<file path="config.mk">
export PLATFORM = sky130hd
export DESIGN_NAME = oam_dma_flat
export DESIGN_NICKNAME = d
export VERILOG_FILES = /design/src/rtl/oam_dma_if.sv /design/src/rtl/oam_dma.sv /design/src/flat_wrapper.sv
export SDC_FILE = /design/constraint.sdc
export NUM_CORES = 1
export LEC_CHECK = 0
export CAP_MARGIN = 20
export CORE_UTILIZATION = 48
export CTS_CLUSTER_SIZE = 40
export DETAILED_ROUTE_END_ITERATION = 10
export GPL_ROUTABILITY_DRIVEN = 0
export PLACE_DENSITY = 0.9
export SLEW_MARGIN = 20
export SYNTH_ARGS = -nofsm -noshare
export SYNTH_HDL_FRONTEND = slang
export SYNTH_SLANG_ARGS = --single-unit
</file>
<file path="constraint.sdc">
create_clock -name clock -period 3.2 [get_ports clock]
set_input_delay 0.64 -clock clock [delete_from_list [all_inputs] [get_ports clock]]
set_output_delay 0.64 -clock clock [all_outputs]
set_load 0.1 [all_outputs]
</file>
<file path="src/rtl/oam_dma_if.sv">
// CPU-side bus and OAM write port of the sprite DMA engine, grouped for port connection.
// master drives the CPU bus inputs; slave is the DMA engine.
interface oam_dma_if;
  logic        cpu_ce;
  logic        reg_we;
  logic [15:0] reg_addr;
  logic [7:0]  reg_wdata;
  logic [7:0]  oam_start;
  logic [7:0]  dma_rdata;
  logic        cpu_halt;
  logic        dma_rd;
  logic [15:0] dma_addr;
  logic        oam_we;
  logic [7:0]  oam_addr;
  logic [7:0]  oam_wdata;
  logic        busy;

  modport master (
    output cpu_ce, reg_we, reg_addr, reg_wdata, oam_start, dma_rdata,
    input  cpu_halt, dma_rd, dma_addr, oam_we, oam_addr, oam_wdata, busy
  );

  modport slave (
    input  cpu_ce, reg_we, reg_addr, reg_wdata, oam_start, dma_rdata,
    output cpu_halt, dma_rd, dma_addr, oam_we, oam_addr, oam_wdata, busy
  );
endinterface

</file>
<file path="src/rtl/oam_dma.sv">
// Sprite DMA: a page-register write halts the CPU and copies 256 bytes {page,00..FF} into OAM from OAMADDR.
// 513/514 CPU cycles per transfer (get/put alignment); all progress is gated by cpu_ce, no other backpressure.
module oam_dma #(
  parameter logic [15:0] DMA_REG_ADDR = 16'h4014,
  parameter int          XFER_LEN     = 256
) (
  input  logic     clock,
  input  logic     reset,
  oam_dma_if.slave bus
);

  localparam logic [8:0] LAST_IDX = 9'(XFER_LEN - 1);

  typedef enum logic [2:0] {
    IDLE,
    HALT,
    ALIGN,
    READ,
    WRITE
  } state_t;

  state_t      state;
  state_t      state_nxt;
  logic        parity;
  logic [8:0]  idx;
  logic [7:0]  page;
  logic [7:0]  base;
  logic [7:0]  latch;
  logic        trigger;

  logic        active;
  logic        rd_strobe;
  logic        wr_strobe;
  logic [15:0] rd_addr;
  logic [7:0]  wr_addr;
  logic [7:0]  wr_data;

  // Writes to the page register are only honoured from IDLE; retriggers mid-transfer are dropped.
  assign trigger = bus.cpu_ce & bus.reg_we & (bus.reg_addr == DMA_REG_ADDR) & (state == IDLE);

  always_ff @(posedge clock or negedge reset) begin
    if (!reset) begin
      state  <= IDLE;
      parity <= 1'b0;
    end else if (bus.cpu_ce) begin
      state  <= state_nxt;
      parity <= ~parity;
    end
  end

  always_ff @(posedge clock or negedge reset) begin
    if (!reset) begin
      idx   <= '0;
      page  <= '0;
      base  <= '0;
      latch <= '0;
    end else if (trigger) begin
      idx  <= '0;
      page <= bus.reg_wdata;
      base <= bus.oam_start;
    end else if (bus.cpu_ce) begin
      if (state == READ) begin
        latch <= bus.dma_rdata;
      end
      if (state == WRITE) begin
        idx <= idx + 9'd1;
      end
    end
  end

  always_comb begin
    state_nxt = state;
    active    = (state != IDLE);
    rd_strobe = 1'b0;
    wr_strobe = 1'b0;
    rd_addr   = '0;
    wr_addr   = '0;
    wr_data   = '0;

    case (state)
      IDLE: begin
        if (trigger) begin
          state_nxt = HALT;
        end
      end
      // parity==0 here means the next cycle is a put, so burn one more to land READ on a get.
      HALT: begin
        state_nxt = parity ? READ : ALIGN;
      end
      ALIGN: begin
        state_nxt = READ;
      end
      READ: begin
        state_nxt = WRITE;
        rd_strobe = bus.cpu_ce;
        rd_addr   = {page, idx[7:0]};
      end
      WRITE: begin
        state_nxt = (idx == LAST_IDX) ? IDLE : READ;
        wr_strobe = bus.cpu_ce;
        wr_addr   = base + idx[7:0];
        wr_data   = latch;
      end
      default: begin
        state_nxt = IDLE;
      end
    endcase
  end

  assign bus.cpu_halt  = active;
  assign bus.busy      = active;
  assign bus.dma_rd    = rd_strobe;
  assign bus.dma_addr  = rd_addr;
  assign bus.oam_we    = wr_strobe;
  assign bus.oam_addr  = wr_addr;
  assign bus.oam_wdata = wr_data;

endmodule

</file>
<file path="src/flat_wrapper.sv">
// flat-port wrapper written by rule: the top's interface ports become plain ports
module oam_dma_flat 
#(
  parameter logic [15:0] DMA_REG_ADDR = 16'h4014,
  parameter int          XFER_LEN     = 256
)
  (clock, reset, bus_cpu_ce, bus_reg_we, bus_reg_addr, bus_reg_wdata, bus_oam_start, bus_dma_rdata, bus_cpu_halt, bus_dma_rd, bus_dma_addr, bus_oam_we, bus_oam_addr, bus_oam_wdata, bus_busy);
  oam_dma_if bus_i ();
  input  logic clock;
  input  logic reset;
  input wire logic [$bits(bus_i.cpu_ce)-1:0] bus_cpu_ce;
  input wire logic [$bits(bus_i.reg_we)-1:0] bus_reg_we;
  input wire logic [$bits(bus_i.reg_addr)-1:0] bus_reg_addr;
  input wire logic [$bits(bus_i.reg_wdata)-1:0] bus_reg_wdata;
  input wire logic [$bits(bus_i.oam_start)-1:0] bus_oam_start;
  input wire logic [$bits(bus_i.dma_rdata)-1:0] bus_dma_rdata;
  output wire logic [$bits(bus_i.cpu_halt)-1:0] bus_cpu_halt;
  output wire logic [$bits(bus_i.dma_rd)-1:0] bus_dma_rd;
  output wire logic [$bits(bus_i.dma_addr)-1:0] bus_dma_addr;
  output wire logic [$bits(bus_i.oam_we)-1:0] bus_oam_we;
  output wire logic [$bits(bus_i.oam_addr)-1:0] bus_oam_addr;
  output wire logic [$bits(bus_i.oam_wdata)-1:0] bus_oam_wdata;
  output wire logic [$bits(bus_i.busy)-1:0] bus_busy;
  assign bus_i.cpu_ce = bus_cpu_ce;
  assign bus_i.reg_we = bus_reg_we;
  assign bus_i.reg_addr = bus_reg_addr;
  assign bus_i.reg_wdata = bus_reg_wdata;
  assign bus_i.oam_start = bus_oam_start;
  assign bus_i.dma_rdata = bus_dma_rdata;
  assign bus_cpu_halt = bus_i.cpu_halt;
  assign bus_dma_rd = bus_i.dma_rd;
  assign bus_dma_addr = bus_i.dma_addr;
  assign bus_oam_we = bus_i.oam_we;
  assign bus_oam_addr = bus_i.oam_addr;
  assign bus_oam_wdata = bus_i.oam_wdata;
  assign bus_busy = bus_i.busy;
  oam_dma #(.DMA_REG_ADDR(DMA_REG_ADDR), .XFER_LEN(XFER_LEN)) u_core (.clock(clock), .reset(reset), .bus(bus_i));
endmodule
</file>
==> impl_metrics.env <==
export IMPL_grt_max_degree=38
export IMPL_synthTopCellsByArea="dfrtp_1 (42%), mux2_2 (12%), and2_1 (7.4%)"
export IMPL_clock_sinks=37
export IMPL_powerDensity_nw_per_um2=638
export IMPL_sequentialPowerShare_pct=32.4
export IMPL_num_antenna_cells=0
export IMPL_status="finished clean"
export IMPL_power_leakage_nw=1.50
export IMPL_pin_count=80
export IMPL_worstPathArrival_ps=2370
export IMPL_ant_nets=0
export IMPL_vias=1931
export IMPL_cp_required_ps=2560
export IMPL_synthCells=215
export IMPL_internal_power_mw=1.17
export IMPL_nets=352
export IMPL_finalPower_mw=2.09
export IMPL_regToRegSetupSlack_ps=1260
export IMPL_synth_fp_nets=269
export IMPL_ctsRootBufferMaster="clkbuf_8"
export IMPL_ys_seq_area_share_pct=42.0
export IMPL_max_freq_ghz=0.333
export IMPL_worstMarginPinSlew_ps=839
export IMPL_cts_max_path_buffers=2
export IMPL_die_area_um2=4870
export IMPL_synth_cell_types=44
export IMPL_ys_flop_type="dfrtp_1"
export IMPL_grt_pass1_wl_um=8700
export IMPL_htree_num_levels=2
export IMPL_overflow=0
export IMPL_synth_top_area_share_pct=42.0
export IMPL_synth_edf_count=0
export IMPL_min_period_over_period_pct=93.9
export IMPL_whs_ps=435
export IMPL_rows=24
export IMPL_path_clk_slew_ps=80
export IMPL_track_usage_pct=22.6
export IMPL_route_detailed_wl_per_inst_um=15.0
export IMPL_report_final_hold_viol_count=0
export IMPL_slew_limit_headroom_pct=44.1
export IMPL_combPwrFrac_pct=47.3
export IMPL_portBuffers=79
export IMPL_maxCapViolations=0
export IMPL_start_kind="flop"
export IMPL_drt_pass1_iterations=4
export IMPL_grt_pass1_vias=2010
export IMPL_synth_area_um2=2200
export IMPL_end_kind="output port"
export IMPL_ff_latch_area_um2=926
export IMPL_irDropWorstVdd_mv=0.536
export IMPL_drt_iter0_markers=72
export IMPL_p_sw_share_pct=44.1
export IMPL_async_reset_ff_share_pct=100
export IMPL_numCtsBuffers=5
export IMPL_via_per_inst=5.50
export IMPL_switchingPower_mw=0.923
export IMPL_r2r_cells=4
export IMPL_min_period_ps=3010
export IMPL_fillCellCount=300
export IMPL_clock_latency_ps=300
export IMPL_post_cts_repair_setup_buffers=0
export IMPL_synth_largest_area_cell="dfrtp_1"
export IMPL_avgSynthCellArea_um2=10.2
export IMPL_yosys_warnings=0
export IMPL_drive_above_1_share_pct=26.8
export IMPL_grt_antenna_before_repair=0
export IMPL_die_h_um=69.8
export IMPL_hold_path_class="in2async"
export IMPL_utilization_pct=74.9
export IMPL_clkPwrFrac_pct=20.3
export IMPL_reg2reg_from="u_core.state[0]"
export IMPL_finalWirelength_um=5260
export IMPL_core_area_um2=4380
export IMPL_cts_resized=0
export IMPL_skew_ps=8.88
export IMPL_rsz0062_at_grt="no"
export IMPL_multi_input_area_um2=1190
export IMPL_synth_seq_cells=37
export IMPL_cts_tree="done"
export IMPL_die_width_um=69.8
export IMPL_reg2reg_to="u_core.page[2]"
export IMPL_cts_hold_buf=0
export IMPL_hpwlAfterDp_um=3980
export IMPL_crit_path_max_fanout=6
export IMPL_setup_viol=0
export IMPL_drv_slew=0
export IMPL_drc_errors=0
export IMPL_path_class="reg2out"
export IMPL_area_delta_synth_final_pct=48.9
export IMPL_initial_utilization_pct=50.3
## metal layers
metal  GRT usage [%]  wire (um)  vias up
met4            9.78        110        0
li1                -          -      921
met3            8.87        443       12
met2            38.1       2510       79
met1            25.4       2200      919
met5               0          0        -
## how the worst max path moves through the flow
stage / from / endpoint / slack (ps) / cells past startpoint
2_1_floorplan: u_core.idx[0] / bus_oam_addr[4] / -20 / 6
3_3_place_gp: bus_cpu_ce / u_core.base[6] / 490 / 6
3_5_place_dp: bus_cpu_ce / u_core.page[2] / 480 / 6
4_1_cts: u_core.idx[0] / bus_oam_addr[6] / 190 / 8
5_1_grt: u_core.idx[0] / bus_oam_addr[6] / 50 / 8
6_report: u_core.idx[0] / bus_oam_addr[6] / 190 / 8
## layout make-up
class	instances	area share, %
Clock inverter	1	0.915
Clock buffer	7	2.63
Multi-Input combinational cell	158	36.3
Timing Repair Buffer	85	28.7
Sequential cell	37	28.2
Tap cell	52	1.98
Inverter	11	1.26
## synth_stat cells, types with 5 or more instances
cell      count
mux2_2       23
nor2_1        9
nand2_1      13
xor2_1        6
inv_1        10
ha_1          9
and2_1       26
dfrtp_1      37
o21ai_0      11
nand3_1       6
clkbuf_1      5
## stage by stage
step                TNS (ps)  instances  instance area [um2]  setup WS (ps)
floorplan              -16.7        215                 2220          -16.7
global placement           0        343                 3170            495
detailed placement         0        343                 3170            479
CTS                        0        351                 3280            192
global route               0        351                 3280           52.2
finish                     0        351                 3280            195
## state kept, by name, indices dropped and copies added (netlist names)
name / flops
u_core.parity: 1
u_core.page: 8
u_core.state: 3
u_core.idx: 9
u_core.latch: 8
u_core.base: 8
## placed cells by master, fill, tap and decap left out, drive strengths merged, types with 7 or more instances in the layout
master / Yosys / final
inv: 10 / 10
o21ai: 11 / 11
nand2: 13 / 13
clkdlybuf4s50: 0 / 42
nor2: 9 / 9
and2: 26 / 26
mux2: 24 / 24
dfrtp: 37 / 37
buf: 4 / 43
ha: 9 / 9
clkbuf: 5 / 7
## cell families after synthesis
group,after synthesis,share of synthesized area (%)
fa+ha+maj,10,6.02
simple gates,84,22.4
xor+xnor,6,2.38
flops,37,42.0
mux,26,13.2
buf+inv,20,4.60
compound gates,32,9.37
## power by group through the flow
stage / combinational (mW) / clock, mW / sequential [mW]
after floorplan: 0.725 / 0 / 0.641
after global placement: 0.969 / 0 / 0.676
after detailed placement: 0.993 / 0 / 0.686
after CTS: 0.995 / 0.433 / 0.677
after global routing: 1.04 / 0.449 / 0.695
final: 0.989 / 0.425 / 0.678
## critical path: stages (launching register included)
cell	delay, ps
dfrtp_1	440
ha_1	240
inv_1	70
fa_1	380
nor2b_1	240
o31a_1	230
or3_1	130
nand3_1	130
buf_12	210
Note: power is estimated with default switching activity, not from simulation.
